[src/rtl/vblank_update_scheduler_pkg.sv]
// Shared definitions for the vblank update scheduler: FSM encoding and
// VGA 800x600@60 timing constants.
package vblank_update_scheduler_pkg;

    typedef enum logic [1:0] {
        ST_IDLE      = 2'd0,
        ST_ARB       = 2'd1,
        ST_GRANT     = 2'd2,
        ST_DONE_WAIT = 2'd3
    } sched_state_e;

    localparam int DEF_MAX_GRANT_CYC = 4096;
    localparam int VGA_VBLANK_LINES  = 28;
    localparam int VGA_H_TOTAL       = 1056;

endpackage

[src/rtl/vblank_update_scheduler_rr_arbiter.sv]
// Round-robin selector: picks the first pending requester at or above the
// pointer, wrapping modulo N_REQ.
module vblank_update_scheduler_rr_arbiter #(
    parameter int N_REQ = 4,
    parameter int IW    = 2
) (
    input  logic [N_REQ-1:0] pending,
    input  logic [IW-1:0]    rr_ptr,
    output logic [N_REQ-1:0] sel,
    output logic [IW-1:0]    sel_idx,
    output logic             valid
);

    logic [IW-1:0] j_s;

    // scan N_REQ positions starting from the pointer, first hit wins
    always_comb begin
        sel     = '0;
        sel_idx = '0;
        valid   = 1'b0;
        j_s     = '0;
        for (int k = 0; k < N_REQ; k++) begin
            j_s = IW'((int'(rr_ptr) + k) % N_REQ);
            if (!valid && pending[j_s]) begin
                valid      = 1'b1;
                sel[j_s]   = 1'b1;
                sel_idx    = j_s;
            end else begin
                valid = valid;
            end
        end
    end

endmodule

[src/rtl/vblank_update_scheduler.sv]
// Schedules one-at-a-time per-frame update grants inside vertical blanking,
// with frame counting, per-grant watchdog and overrun reporting.
module vblank_update_scheduler
    import vblank_update_scheduler_pkg::*;
#(
    parameter int N_REQ         = 4,
    parameter int MAX_GRANT_CYC = DEF_MAX_GRANT_CYC,
    parameter int FRAME_CNT_W   = 16
) (
    input  logic                   pclk,
    input  logic                   rst,
    input  logic                   vblnk_in,
    input  logic [N_REQ-1:0]       req,
    input  logic [N_REQ-1:0]       done,
    output logic [N_REQ-1:0]       gnt,
    output logic                   frame_start,
    output logic [FRAME_CNT_W-1:0] frame_cnt,
    output logic                   overrun,
    output logic [N_REQ-1:0]       timeout_err,
    output logic                   busy
);

    localparam int IW = (N_REQ > 1) ? $clog2(N_REQ) : 1;
    localparam int WW = (MAX_GRANT_CYC > 2) ? $clog2(MAX_GRANT_CYC) : 1;

    sched_state_e           state_q, state_d;
    logic                   vblnk_q;
    logic [IW-1:0]          rr_ptr_q, rr_ptr_d;
    logic [IW-1:0]          gidx_q, gidx_d;
    logic [N_REQ-1:0]       served_q, served_d;
    logic [N_REQ-1:0]       gnt_q, gnt_d;
    logic [N_REQ-1:0]       timeout_q, timeout_d;
    logic [WW-1:0]          wdog_q, wdog_d;
    logic [FRAME_CNT_W-1:0] frame_cnt_q, frame_cnt_d;
    logic                   frame_start_q, frame_start_d;
    logic                   overrun_q, overrun_d;
    logic                   busy_q, busy_d;

    logic                   rise_s, fall_s, done_s, wd_exp_s, arb_valid_s;
    logic [N_REQ-1:0]       pending_s, arb_sel_s, gidx_oh_s;
    logic [IW-1:0]          arb_idx_s, next_ptr_s;

    assign rise_s     = vblnk_in & ~vblnk_q;
    assign fall_s     = ~vblnk_in & vblnk_q;
    assign pending_s  = req & ~served_q;
    assign done_s     = done[gidx_q];
    assign wd_exp_s   = (wdog_q == WW'(MAX_GRANT_CYC - 1));
    assign gidx_oh_s  = {{(N_REQ-1){1'b0}}, 1'b1} << gidx_q;
    assign next_ptr_s = (gidx_q == IW'(N_REQ - 1)) ? '0 : gidx_q + IW'(1);

    vblank_update_scheduler_rr_arbiter #(
        .N_REQ (N_REQ),
        .IW    (IW)
    ) u_arb (
        .pending (pending_s),
        .rr_ptr  (rr_ptr_q),
        .sel     (arb_sel_s),
        .sel_idx (arb_idx_s),
        .valid   (arb_valid_s)
    );

    // next-state: vblank rise restarts arbitration from any state
    always_comb begin
        state_d       = state_q;
        gnt_d         = gnt_q;
        gidx_d        = gidx_q;
        served_d      = served_q;
        rr_ptr_d      = rr_ptr_q;
        wdog_d        = wdog_q;
        frame_cnt_d   = frame_cnt_q;
        timeout_d     = timeout_q;
        frame_start_d = 1'b0;
        overrun_d     = 1'b0;
        if (rise_s) begin
            frame_start_d = 1'b1;
            frame_cnt_d   = frame_cnt_q + FRAME_CNT_W'(1);
            served_d      = '0;
            gnt_d         = '0;
            state_d       = ST_ARB;
        end else begin
            case (state_q)
                ST_IDLE: state_d = ST_IDLE;
                ST_ARB: begin
                    if (!vblnk_in) begin
                        state_d = ST_IDLE;
                    end else if (arb_valid_s) begin
                        gnt_d   = arb_sel_s;
                        gidx_d  = arb_idx_s;
                        wdog_d  = '0;
                        state_d = ST_GRANT;
                    end else begin
                        state_d = ST_DONE_WAIT;
                    end
                end
                ST_GRANT: begin
                    wdog_d = wdog_q + WW'(1);
                    if (done_s || fall_s || wd_exp_s) begin
                        gnt_d    = '0;
                        served_d = served_q | gidx_oh_s;
                        rr_ptr_d = next_ptr_s;
                        // done wins over fall (no overrun), fall wins over watchdog
                        if (done_s) begin
                            state_d = fall_s ? ST_IDLE : ST_ARB;
                        end else if (fall_s) begin
                            overrun_d = 1'b1;
                            state_d   = ST_IDLE;
                        end else begin
                            timeout_d = timeout_q | gidx_oh_s;
                            state_d   = ST_ARB;
                        end
                    end else begin
                        state_d = ST_GRANT;
                    end
                end
                ST_DONE_WAIT: state_d = fall_s ? ST_IDLE : ST_DONE_WAIT;
                default: begin
                    state_d = ST_IDLE;
                    gnt_d   = '0;
                end
            endcase
        end
        busy_d = (state_d == ST_ARB) || (state_d == ST_GRANT);
    end

    // state and output registers; vblnk_q resets high to suppress a false rise
    always_ff @(posedge pclk or negedge rst) begin
        if (!rst) begin
            state_q       <= ST_IDLE;
            vblnk_q       <= 1'b1;
            rr_ptr_q      <= '0;
            gidx_q        <= '0;
            served_q      <= '0;
            gnt_q         <= '0;
            timeout_q     <= '0;
            wdog_q        <= '0;
            frame_cnt_q   <= '0;
            frame_start_q <= 1'b0;
            overrun_q     <= 1'b0;
            busy_q        <= 1'b0;
        end else begin
            state_q       <= state_d;
            vblnk_q       <= vblnk_in;
            rr_ptr_q      <= rr_ptr_d;
            gidx_q        <= gidx_d;
            served_q      <= served_d;
            gnt_q         <= gnt_d;
            timeout_q     <= timeout_d;
            wdog_q        <= wdog_d;
            frame_cnt_q   <= frame_cnt_d;
            frame_start_q <= frame_start_d;
            overrun_q     <= overrun_d;
            busy_q        <= busy_d;
        end
    end

    assign gnt         = gnt_q;
    assign frame_start = frame_start_q;
    assign frame_cnt   = frame_cnt_q;
    assign overrun     = overrun_q;
    assign timeout_err = timeout_q;
    assign busy        = busy_q;

endmodule

[config.mk]
export PLATFORM = sky130hd
export DESIGN_NAME = vblank_update_scheduler
export DESIGN_NICKNAME = d
export VERILOG_FILES = /design/src/rtl/vblank_update_scheduler_pkg.sv /design/src/rtl/vblank_update_scheduler_rr_arbiter.sv /design/src/rtl/vblank_update_scheduler.sv
export SDC_FILE = /design/constraint.sdc
export NUM_CORES = 1
export LEC_CHECK = 0
export BUFFER_PORTS_ARGS = -buffer_cell sky130_fd_sc_hd__buf_4
export CELL_PAD_IN_SITES_DETAIL_PLACEMENT = 0
export CELL_PAD_IN_SITES_GLOBAL_PLACEMENT = 1
export CORE_MARGIN = 5
export CORE_UTILIZATION = 48
export DETAILED_ROUTE_END_ITERATION = 7
export PLACE_DENSITY_LB_ADDON = 0.1
export SETUP_SLACK_MARGIN = 0.5
export SLEW_MARGIN = 20
export SYNTH_ARGS = -nofsm -noshare
export SYNTH_HDL_FRONTEND = slang
export SYNTH_SLANG_ARGS = --single-unit
[constraint.sdc]
create_clock -name pclk -period 6.3 [get_ports pclk]
set_input_delay 1.26 -clock pclk [delete_from_list [all_inputs] [get_ports pclk]]
set_output_delay 1.26 -clock pclk [all_outputs]
set_load 0.01 [all_outputs]
==> flow_metrics.env <==
export IMPL_grt_antenna_before_repair=0
export IMPL_dieWidth_um=85.6
export IMPL_synth_edff_count=0
export IMPL_setup_tns_ns=0
export IMPL_synth_adder_area_share_pct=6.76
export IMPL_drive_gt1_share_pct=18.4
export IMPL_grt_max_degree=51
export IMPL_fin_skew_ns=0.00759
export IMPL_ys_seq_area_share_pct=45.7
export IMPL_drt_wl_total_um=5870
export IMPL_core_sq_um=5540
export IMPL_ir_drop_mv=0.190
export IMPL_period_needed_ns=2.81
export IMPL_grtUsageTotal_pct=17.3
export IMPL_area_growth_pct=16.5
export IMPL_cap_violations=0
export IMPL_drt_initial_drc_count=138
export IMPL_multi_input_area_sq_um=1430
export IMPL_relSlewSlack_pct=56.9
export IMPL_dp_hpwl_um=4370
export IMPL_die_y_um=85.6
export IMPL_cts_buffers_inserted=5
export IMPL_postSynthAreaPerCell_sq_um=10.1
export IMPL_mostFrequentLayoutCells="dfrtp_1, buf_4, nand2_1"
export IMPL_final_hold_violation_count=0
export IMPL_clkSinkCount=50
export IMPL_instances_no_fill=382
export IMPL_synthXorXnorAreaFrac_pct=7.67
export IMPL_cp_end_kind="register"
export IMPL_synth_seq_cells=50
export IMPL_rsz0062_at_grt="false"
export IMPL_ys_dominant_reg_cell="dfrtp_1"
export IMPL_timing_critical_path_from="vblnk_in"
export IMPL_start_util_pct=49.5
export IMPL_worst_path_max_fanout=12
export IMPL_setup_slack_ns=3.49
export IMPL_num_rows=27
export IMPL_regArea_sq_um=1250
export IMPL_cts_tree="done"
export IMPL_finalCritPeriodShare_pct=44.6
export IMPL_antenna_cells=0
export IMPL_gp_congestion=0.795
export IMPL_maxClockFrequency_ghz=0.356
export IMPL_ff2ff_path_depth=7
export IMPL_grt_overflow_total=0
export IMPL_p_leak_nw=1.51
export IMPL_first_global_vias=1996
export IMPL_path_clk_slew_ns=0.10
export IMPL_cts_setup_buffers=0
export IMPL_routed_via_density=5.50
export IMPL_yosys_area_share_simple_pct=19.5
export IMPL_cts_hold_buffers=0
export IMPL_ff2ff_setup_slack_ns=3.79
export IMPL_synth_compound_area_share_pct=15.3
export IMPL_placed_cells=374
export IMPL_top_level_ports=38
export IMPL_r2r_end="gnt[1]"
export IMPL_synth_nets=297
export IMPL_critPathKind="input port to register"
export IMPL_synth_top_family_by_area="simple AND/OR/NAND/NOR gates"
export IMPL_tightest_slew_ns=0.641
export IMPL_vias=2102
export IMPL_r2r_start="rr_ptr_q[0]"
export IMPL_clk_latency_ns=0.31
export IMPL_grt_pass1_wl_um=10100
export IMPL_setup_violations=0
export IMPL_cts_buffer_depth=2
export IMPL_drtPass1Iterations=4
export IMPL_nFillCells=502
export IMPL_synth_top_cell_area_share_pct=44.7
export IMPL_final_max_slew_viol_count=0
export IMPL_async_flop_share_pct=100
export IMPL_synth_mux_area_share_pct=2.88
export IMPL_dp_slack_ns=3.15
export IMPL_status="finished clean"
export IMPL_hold_path_class="register to register"
export IMPL_portBuffers=37
export IMPL_ant_nets=0
export IMPL_synth_cell_types=43
export IMPL_hp_start="timeout_err[1]"
export IMPL_drc=0
export IMPL_die_area_sq_um=7320
export IMPL_start_kind="input port"
export IMPL_routedWlPerCell_um=15.4
export IMPL_cp_data_arrival_time_ns=2.98
export IMPL_syn_inst=272
export IMPL_cts_resized=0
export IMPL_clock_root_buffer="clkbuf_8"
export IMPL_layout_commonest_cell="dfrtp_1"
export IMPL_powerDensity_nw_per_um2=320
export IMPL_synthTopCellsByArea="dfrtp_1, ha_1, nand2_1"
export IMPL_yosysTopAreaCell="dfrtp_1"
export IMPL_yosysWarnings=0
export IMPL_endpoint="wdog_q[6]"
export IMPL_h_tree_depth=2
export IMPL_required_ns=6.47
export IMPL_synth_area_sq_um=2740
export IMPL_final_nets=334
-- final cells by class --
type	count	share of cell area [%]
clock inverters	3	1.49
flip-flops and latches	50	39.2
multi-input cells	207	44.7
clock buffers	5	2.16
inverters	8	0.940
well taps	72	2.82
repair buffers	37	8.70
-- through the flow --
step	total power [W]	hold slack (ns)	util [%]	instance area (sq um)
floorplan	0.000667	0.463	-	2740
global placement	0.000787	0.445	55.5	3080
detailed placement	0.000790	0.447	55.5	3080
CTS	0.00103	0.472	57.6	3190
global route	0.00109	0.486	57.6	3190
finish	0.00102	0.468	57.6	3190
-- worst min-delay path by stage --
stage / depth (start not counted) / slack [ns] / end
after floorplan: 2 / 0.46 / served_q[0]
after global placement: 1 / 0.44 / timeout_err[1]
after detailed placement: 1 / 0.45 / timeout_err[3]
after CTS: 1 / 0.47 / timeout_err[1]
after global routing: 1 / 0.49 / timeout_err[1]
final: 1 / 0.47 / timeout_err[1]
-- sequential cells by signal, summed over array words and instances (netlist names) --
signal,count
frame_start,1
overrun,1
timeout_err,4
vblnk_q,1
served_q,4
wdog_q,12
gnt,4
busy,1
rr_ptr_q,2
state_q,2
frame_cnt,16
gidx_q,2
-- cells in the mapped netlist (3+ instances only) --
library cell  number
a32oi_1            4
xor2_1            10
nand4_1            4
nor2_1            24
ha_1              14
nand2b_1           6
clkbuf_1           3
a21o_1             6
xnor2_1           14
o22ai_1            3
or3_1              3
mux4_2             3
and4_1             3
dfrtp_1           49
o211ai_1           4
a22oi_1            4
and3_1             4
nor3_1             7
inv_1              8
nand2_1           35
nand3_1           12
a21oi_1            7
nor2b_1            7
o21ai_0           13
buf_2              4
-- layer usage --
metal	routed length, um	global-route usage [%]
met1	2860	25.1
met2	2650	26.1
met3	261	3.27
met4	92	5.90
met5	0	0
-- worst max-delay path, cell delays in order --
cell and delay (ns):
buf_4 0.16, nand2b_1 0.38, inv_1 0.22, nor2_2 0.34
and3_1 0.29, nand4_1 0.13, xor2_1 0.15, nor2_1 0.05
-- where the power goes --
group,switching [W],internal [W]
Sequential,0.0000721,0.000374
Combinational,0.000182,0.000155
Clock,0.000116,0.000121
-- logic make-up after synthesis --
logic type | count (synthesis)
simple gates | 111
compound gates | 53
flops | 50
xor+xnor | 24
buf+inv | 15
fa+ha+maj | 15
mux | 4
Note: power is estimated with default switching activity, not from simulation.
